## src/rtl/idli_pc_ctl_m_if.sv

```systemverilog
// idli_pc_ctl_m_if: request/response bundle between the PC word sequencer
// and its clients (execute-stage branch requester, trap requester, PC unit).
// The slave modport is the sequencer's view; the master modport is the
// view of whatever drives requests and consumes the PC-unit controls.
interface idli_pc_ctl_m_if;
   logic        i_pcc_stall;
   logic        i_pcc_br_vld;
   logic [15:0] i_pcc_br_addr;
   logic        o_pcc_br_rdy;
   logic        i_pcc_trap_vld;
   logic        o_pcc_trap_rdy;
   logic [1:0]  o_pcc_ctr;
   logic        o_pcc_inc;
   logic        o_pcc_redirect;
   logic [3:0]  o_pcc_data;
   logic        o_pcc_busy;

   modport slave (
      input  i_pcc_stall,
      input  i_pcc_br_vld,
      input  i_pcc_br_addr,
      output o_pcc_br_rdy,
      input  i_pcc_trap_vld,
      output o_pcc_trap_rdy,
      output o_pcc_ctr,
      output o_pcc_inc,
      output o_pcc_redirect,
      output o_pcc_data,
      output o_pcc_busy
   );

   modport master (
      output i_pcc_stall,
      output i_pcc_br_vld,
      output i_pcc_br_addr,
      input  o_pcc_br_rdy,
      output i_pcc_trap_vld,
      input  o_pcc_trap_rdy,
      input  o_pcc_ctr,
      input  o_pcc_inc,
      input  o_pcc_redirect,
      input  o_pcc_data,
      input  o_pcc_busy
   );
endinterface

```

## src/rtl/idli_pc_ctl_m.sv

```systemverilog
// idli_pc_ctl_m: word-level sequencer for the bit-serial PC slice unit
// (16-bit PC, 4-bit slices, 4 cycles per word). Drives the slice counter,
// picks the mode of each word (increment / hold / redirect) at the last
// slice of the previous word, arbitrates redirect sources and streams the
// chosen target out LSB slice first.
// Optional feature macro: IDLI_PCC_TRAP_EN enables the trap requester,
// which then has priority over the branch requester.
module idli_pc_ctl_m #(
   parameter logic [15:0] TRAP_VECTOR = 16'h0004
) (
   input logic            i_pcc_gck,
   input logic            i_pcc_rst,
   idli_pc_ctl_m_if.slave pcc
);

   typedef logic [1:0] ctr_t;
   typedef logic [3:0] slice_t;
   typedef enum logic [1:0] {RUN_INC, RUN_HOLD, REDIR} mode_t;

   ctr_t        ctr_q;
   mode_t       mode_q;
   mode_t       mode_d;
   logic [15:0] tgt_q;
   logic [15:0] tgt_d;
   logic        inc_q;
   logic        redir_q;
   logic        word_end;
   logic        trap_take;
   logic        br_take;

   // Decisions are only taken on the last slice of a word, and never while
   // reset is held so a reset cycle acknowledges nothing.
   assign word_end = (ctr_q == 2'd3) && !i_pcc_rst;

`ifdef IDLI_PCC_TRAP_EN
   assign trap_take = word_end && pcc.i_pcc_trap_vld;
`else
   logic unused_trap_vld;
   assign unused_trap_vld = pcc.i_pcc_trap_vld;
   assign trap_take       = 1'b0;
`endif

   // A pending branch loses to a same-cycle trap and simply stays pending.
   assign br_take = word_end && pcc.i_pcc_br_vld && !trap_take;

   // Next word mode and target: trap, then branch, then stall, else run.
   always_comb begin
      mode_d = RUN_INC;
      tgt_d  = '0;
      if (trap_take) begin
         mode_d = REDIR;
         tgt_d  = TRAP_VECTOR;
      end else if (br_take) begin
         mode_d = REDIR;
         tgt_d  = pcc.i_pcc_br_addr;
      end else if (pcc.i_pcc_stall) begin
         mode_d = RUN_HOLD;
      end
   end

   // Slice counter, per-word mode register and target shift register.
   always_ff @(posedge i_pcc_gck) begin
      if (i_pcc_rst) begin
         ctr_q   <= '0;
         mode_q  <= RUN_HOLD;
         tgt_q   <= '0;
         inc_q   <= 1'b0;
         redir_q <= 1'b0;
      end else begin
         ctr_q <= ctr_q + 2'd1;
         if (word_end) begin
            mode_q  <= mode_d;
            tgt_q   <= tgt_d;
            inc_q   <= (mode_d == RUN_INC);
            redir_q <= (mode_d == REDIR);
         end else if (mode_q == REDIR) begin
            tgt_q <= {4'h0, tgt_q[15:4]};
         end
      end
   end

   assign pcc.o_pcc_ctr      = ctr_q;
   assign pcc.o_pcc_inc      = inc_q;
   assign pcc.o_pcc_redirect = redir_q;
   assign pcc.o_pcc_busy     = redir_q;
   assign pcc.o_pcc_data     = redir_q ? slice_t'(tgt_q[3:0]) : slice_t'(4'h0);
   assign pcc.o_pcc_br_rdy   = br_take;
   assign pcc.o_pcc_trap_rdy = trap_take;

   // Requesters must hold valid (and the branch target) until accepted.
   br_hold_a : assert property (@(posedge i_pcc_gck) disable iff (i_pcc_rst)
      (pcc.i_pcc_br_vld && !pcc.o_pcc_br_rdy) |=> pcc.i_pcc_br_vld);
   br_addr_a : assert property (@(posedge i_pcc_gck) disable iff (i_pcc_rst)
      (pcc.i_pcc_br_vld && !pcc.o_pcc_br_rdy) |=> $stable(pcc.i_pcc_br_addr));
`ifdef IDLI_PCC_TRAP_EN
   trap_hold_a : assert property (@(posedge i_pcc_gck) disable iff (i_pcc_rst)
      (pcc.i_pcc_trap_vld && !pcc.o_pcc_trap_rdy) |=> pcc.i_pcc_trap_vld);
`endif
   rdy_slot_a : assert property (@(posedge i_pcc_gck)
      (pcc.o_pcc_br_rdy || pcc.o_pcc_trap_rdy) |->
      (ctr_q == 2'd3) && !(pcc.o_pcc_br_rdy && pcc.o_pcc_trap_rdy));

endmodule

```

## src/flat_wrapper.sv

```systemverilog
// flat-port wrapper written by rule: the top's interface ports become plain ports
module idli_pc_ctl_m_flat 
#(
   parameter logic [15:0] TRAP_VECTOR = 16'h0004
)
  (i_pcc_gck, i_pcc_rst, pcc_i_pcc_stall, pcc_i_pcc_br_vld, pcc_i_pcc_br_addr, pcc_o_pcc_br_rdy, pcc_i_pcc_trap_vld, pcc_o_pcc_trap_rdy, pcc_o_pcc_ctr, pcc_o_pcc_inc, pcc_o_pcc_redirect, pcc_o_pcc_data, pcc_o_pcc_busy);
  idli_pc_ctl_m_if pcc_i ();
  input logic i_pcc_gck;
  input logic i_pcc_rst;
  input wire logic [$bits(pcc_i.i_pcc_stall)-1:0] pcc_i_pcc_stall;
  input wire logic [$bits(pcc_i.i_pcc_br_vld)-1:0] pcc_i_pcc_br_vld;
  input wire logic [$bits(pcc_i.i_pcc_br_addr)-1:0] pcc_i_pcc_br_addr;
  output wire logic [$bits(pcc_i.o_pcc_br_rdy)-1:0] pcc_o_pcc_br_rdy;
  input wire logic [$bits(pcc_i.i_pcc_trap_vld)-1:0] pcc_i_pcc_trap_vld;
  output wire logic [$bits(pcc_i.o_pcc_trap_rdy)-1:0] pcc_o_pcc_trap_rdy;
  output wire logic [$bits(pcc_i.o_pcc_ctr)-1:0] pcc_o_pcc_ctr;
  output wire logic [$bits(pcc_i.o_pcc_inc)-1:0] pcc_o_pcc_inc;
  output wire logic [$bits(pcc_i.o_pcc_redirect)-1:0] pcc_o_pcc_redirect;
  output wire logic [$bits(pcc_i.o_pcc_data)-1:0] pcc_o_pcc_data;
  output wire logic [$bits(pcc_i.o_pcc_busy)-1:0] pcc_o_pcc_busy;
  assign pcc_i.i_pcc_stall = pcc_i_pcc_stall;
  assign pcc_i.i_pcc_br_vld = pcc_i_pcc_br_vld;
  assign pcc_i.i_pcc_br_addr = pcc_i_pcc_br_addr;
  assign pcc_o_pcc_br_rdy = pcc_i.o_pcc_br_rdy;
  assign pcc_i.i_pcc_trap_vld = pcc_i_pcc_trap_vld;
  assign pcc_o_pcc_trap_rdy = pcc_i.o_pcc_trap_rdy;
  assign pcc_o_pcc_ctr = pcc_i.o_pcc_ctr;
  assign pcc_o_pcc_inc = pcc_i.o_pcc_inc;
  assign pcc_o_pcc_redirect = pcc_i.o_pcc_redirect;
  assign pcc_o_pcc_data = pcc_i.o_pcc_data;
  assign pcc_o_pcc_busy = pcc_i.o_pcc_busy;
  idli_pc_ctl_m #(.TRAP_VECTOR(TRAP_VECTOR)) u_core (.i_pcc_gck(i_pcc_gck), .i_pcc_rst(i_pcc_rst), .pcc(pcc_i));
endmodule
```

## config.mk

```make
export PLATFORM = sky130hd
export DESIGN_NAME = idli_pc_ctl_m_flat
export DESIGN_NICKNAME = d
export VERILOG_FILES = /design/src/rtl/idli_pc_ctl_m_if.sv /design/src/rtl/idli_pc_ctl_m.sv /design/src/flat_wrapper.sv
export SDC_FILE = /design/constraint.sdc
export NUM_CORES = 1
export LEC_CHECK = 0
export BUFFER_PORTS_ARGS = -buffer_cell sky130_fd_sc_hd__buf_2
export CORE_MARGIN = 3
export CORE_UTILIZATION = 52
export DETAILED_ROUTE_END_ITERATION = 10
export PLACE_DENSITY = 0.92
export SLEW_MARGIN = 10
export SYNTH_ARGS = -nofsm -noshare
export SYNTH_HDL_FRONTEND = slang
export SYNTH_SLANG_ARGS = --single-unit
```

## constraint.sdc

```tcl
create_clock -name i_pcc_gck -period 2.35 [get_ports i_pcc_gck]
set_input_delay 0.705 -clock i_pcc_gck [delete_from_list [all_inputs] [get_ports i_pcc_gck]]
set_output_delay 0.705 -clock i_pcc_gck [all_outputs]
set_load 0.1 [all_outputs]
```

==> metrics <==
grt ovf 0; first-pass GRT wire length 3680 um; post-cts resize count 0; Antenna Cells 0; status finished, final reports clean; DRC Markers 0; vias per inst 5.77; YS warnings 0; fin crit period 2020 ps; Critical Path RT ~1600 ps; Max Root-Sink Buffers 2; CP arrival 1310 ps; setup violators final 0; RSZ-0062 raised after global routing false; simple logic cell fraction of the synthesized area 0.184; Syn Area/Cell roughly 10 um2; Total Wirelength roughly 2100 um; Clock Skews 5.60 ps; slowest stage delay, CP roughly 430 ps; crit path buf inv count 1; core area 1780 um2; Final Hold Fails 0; sequential-to-total area share from yosys stat 0.435; pwr dens 629 nW/um2; Mapped Area 1010 um2; GR peak layer met2; P_leak 0.456 nW; Fmax achieved 495 MHz; mux cell area share after synthesis 0; GRT Total Usage 0.192; Synth-to-Final Area Change 16.9%; Post-Syn Instances 103; placed instance count ~150; grt met2 use 0.311; Tcrit/Tclk final 0.859; actual slew at the worst max-slew pin about 800 ps; IO Pins 32; Tightest Hold Check Type register to register; Worst setup SP type register; largest net degree at the start of global routing 24; initial core utilization 0.568; root buf cell clkbuf_4; number of routed nets with antenna violations 0; vias in the first global route 823; Crit Path Max Fanout 7; Worst path slowest cell dfxtp_1; max-capacitance violation count 0; DRT Pass-1 Iters 4; Final Max Tran Viols 0; Vias 883; Peak VDD IR 0.000344 V; largest family of logic cells by synthesized area compound AO/OA/AOI/OAI gates; post-synthesis adder-cell area fraction 0.0124; Post-CTS Setup Bufs 0; routability cong. 0.792; Die Area ~2500 um2; die span in y 50.1 um; CP top delay family flip-flops; setup_tns 0 ps; Synth Area in Compound Gates 0.276; DR WL/cell 14.0 um; total clock sinks 22; Setup CP Type register to primary output; initial drt markers 22; share of layout cells above drive strength 1 0.414; Final Worst Setup Slack between 300 and 400 ps; hold slack around 430 ps; placement row count 15; cts bufs inserted 3; Port Buffers 29; initial antenna violation count 0; relative slew slack 0.464; Post-DP HPWL 1510 um; final cell count without fillers 153; Die X-Extent around 50 um; number of synthesized register bits 22; H-tree depth 1; Distinct cells, synth 28; GR Util met3 0.0393; DP Worst Slack 343 ps; CP endpoint kind primary output; Final #Nets 151; met1 Resource Use GR 0.242; critical-path cell list and2_2 > buf_2; clk slew on worst S/H paths between 100 and 150 ps; Worst-Skew Late Latency 310 ps; Net Count, Synth 125; TritonCTS clock tree built; Post-Synth XOR/XNOR Area 0; hold_buf cts 0
## flip-flops by register name, indices dropped and copies added (netlist names)
name / count
u_core.mode_q: 2
u_core.pcc.o_pcc_busy: 1
u_core.pcc.o_pcc_ctr: 2
u_core.pcc.o_pcc_inc: 1
u_core.tgt_q: 16
## through the flow
stage | util | total power, mW | instance area, um2
2_1_floorplan | - | 0.515 | 1020
3_3_place_gp | 0.644 | 0.541 | 1150
3_5_place_dp | 0.644 | 0.547 | 1150
4_1_cts | 0.664 | 0.753 | 1180
5_1_grt | 0.664 | 0.781 | 1180
6_report | 0.664 | 0.744 | 1180
## cells in the mapped netlist
cell type | count | area, um2
dfxtp_1 | 22 | 440
nor3_1 | 12 | 60.1
a211oi_1 | 6 | 45.0
a22oi_1 | 6 | 45.0
nand2_1 | 6 | 22.5
nor2_1 | 6 | 22.5
a211oi_2 | 5 | 62.6
a22oi_2 | 5 | 62.6
a21oi_1 | 4 | 20.0
a32oi_1 | 4 | 35.0
and2_1 | 4 | 25.0
buf_4 | 3 | 22.5
buf_1 | 2 | 7.51
buf_2 | 2 | 10.0
buf_6 | 2 | 22.5
nor2b_1 | 2 | 12.5
a311oi_1 | 1 | 8.76
and3b_1 | 1 | 8.76
buf_12 | 1 | 20.0
clkbuf_1 | 1 | 3.75
conb_1 | 1 | 3.75
ha_1 | 1 | 12.5
inv_1 | 1 | 3.75
nand2b_1 | 1 | 6.26
nand2b_2 | 1 | 8.76
nand3_1 | 1 | 5.00
nand3b_1 | 1 | 7.51
nor3b_1 | 1 | 7.51
## cell families (layout without fill, tap and decap cells)
logic type               count (synthesis)  after routing
AO/OA/AOI/OAI                           31             31
adder cells (fa/ha/maj)                  1              1
buffers and inverters                   12             37
flip-flops                              22             22
other                                    1              1
AND/OR/NAND/NOR                         36             36
## per-layer routing
layer | vias to the layer above | routed length, um
li1 | 428 | -
met1 | 418 | 910
met2 | 32 | 1050
met3 | 5 | 137
met4 | 0 | 38
met5 | - | 0
## cell type report
cell class	count	area, um2
tap	25	31.3
fill	152	599
inverter	1	3.75
timing repair buffer	32	183
multi-input combinational	69	487
clock buffer	4	36.3
sequential	22	443
## cell usage in the layout (no fill, tap or decap), drive strengths merged, types with 2 or more instances in the layout
| master | Yosys | layout |
|---|---|---|
| a32oi | 4 | 4 |
| a21oi | 4 | 4 |
| nor2 | 6 | 6 |
| and2 | 4 | 4 |
| dfxtp | 22 | 22 |
| nor2b | 2 | 2 |
| nand2 | 6 | 6 |
| a22oi | 11 | 11 |
| buf | 10 | 32 |
| nor3 | 12 | 12 |
| clkbuf | 1 | 4 |
| a211oi | 11 | 11 |
| nand2b | 2 | 2 |
## final timing paths
kind,start,endpoint,slack [ps],cells past startpoint
setup / recovery,u_core.pcc.o_pcc_busy,pcc_o_pcc_data[0],330,2
hold / removal,u_core.pcc.o_pcc_ctr[0],u_core.pcc.o_pcc_ctr[0],430,1
setup reg to reg,u_core.pcc.o_pcc_ctr[0],u_core.tgt_q[5],690,5
hold reg to reg,u_core.pcc.o_pcc_ctr[0],u_core.pcc.o_pcc_ctr[0],430,1
## power by group
group / switching (mW) / internal [mW]
clock: 0.112 / 0.0946
sequential: 0.0107 / 0.392
combinational: 0.0897 / 0.0450
total: 0.212 / 0.532
(Power assumes the default switching activity.)
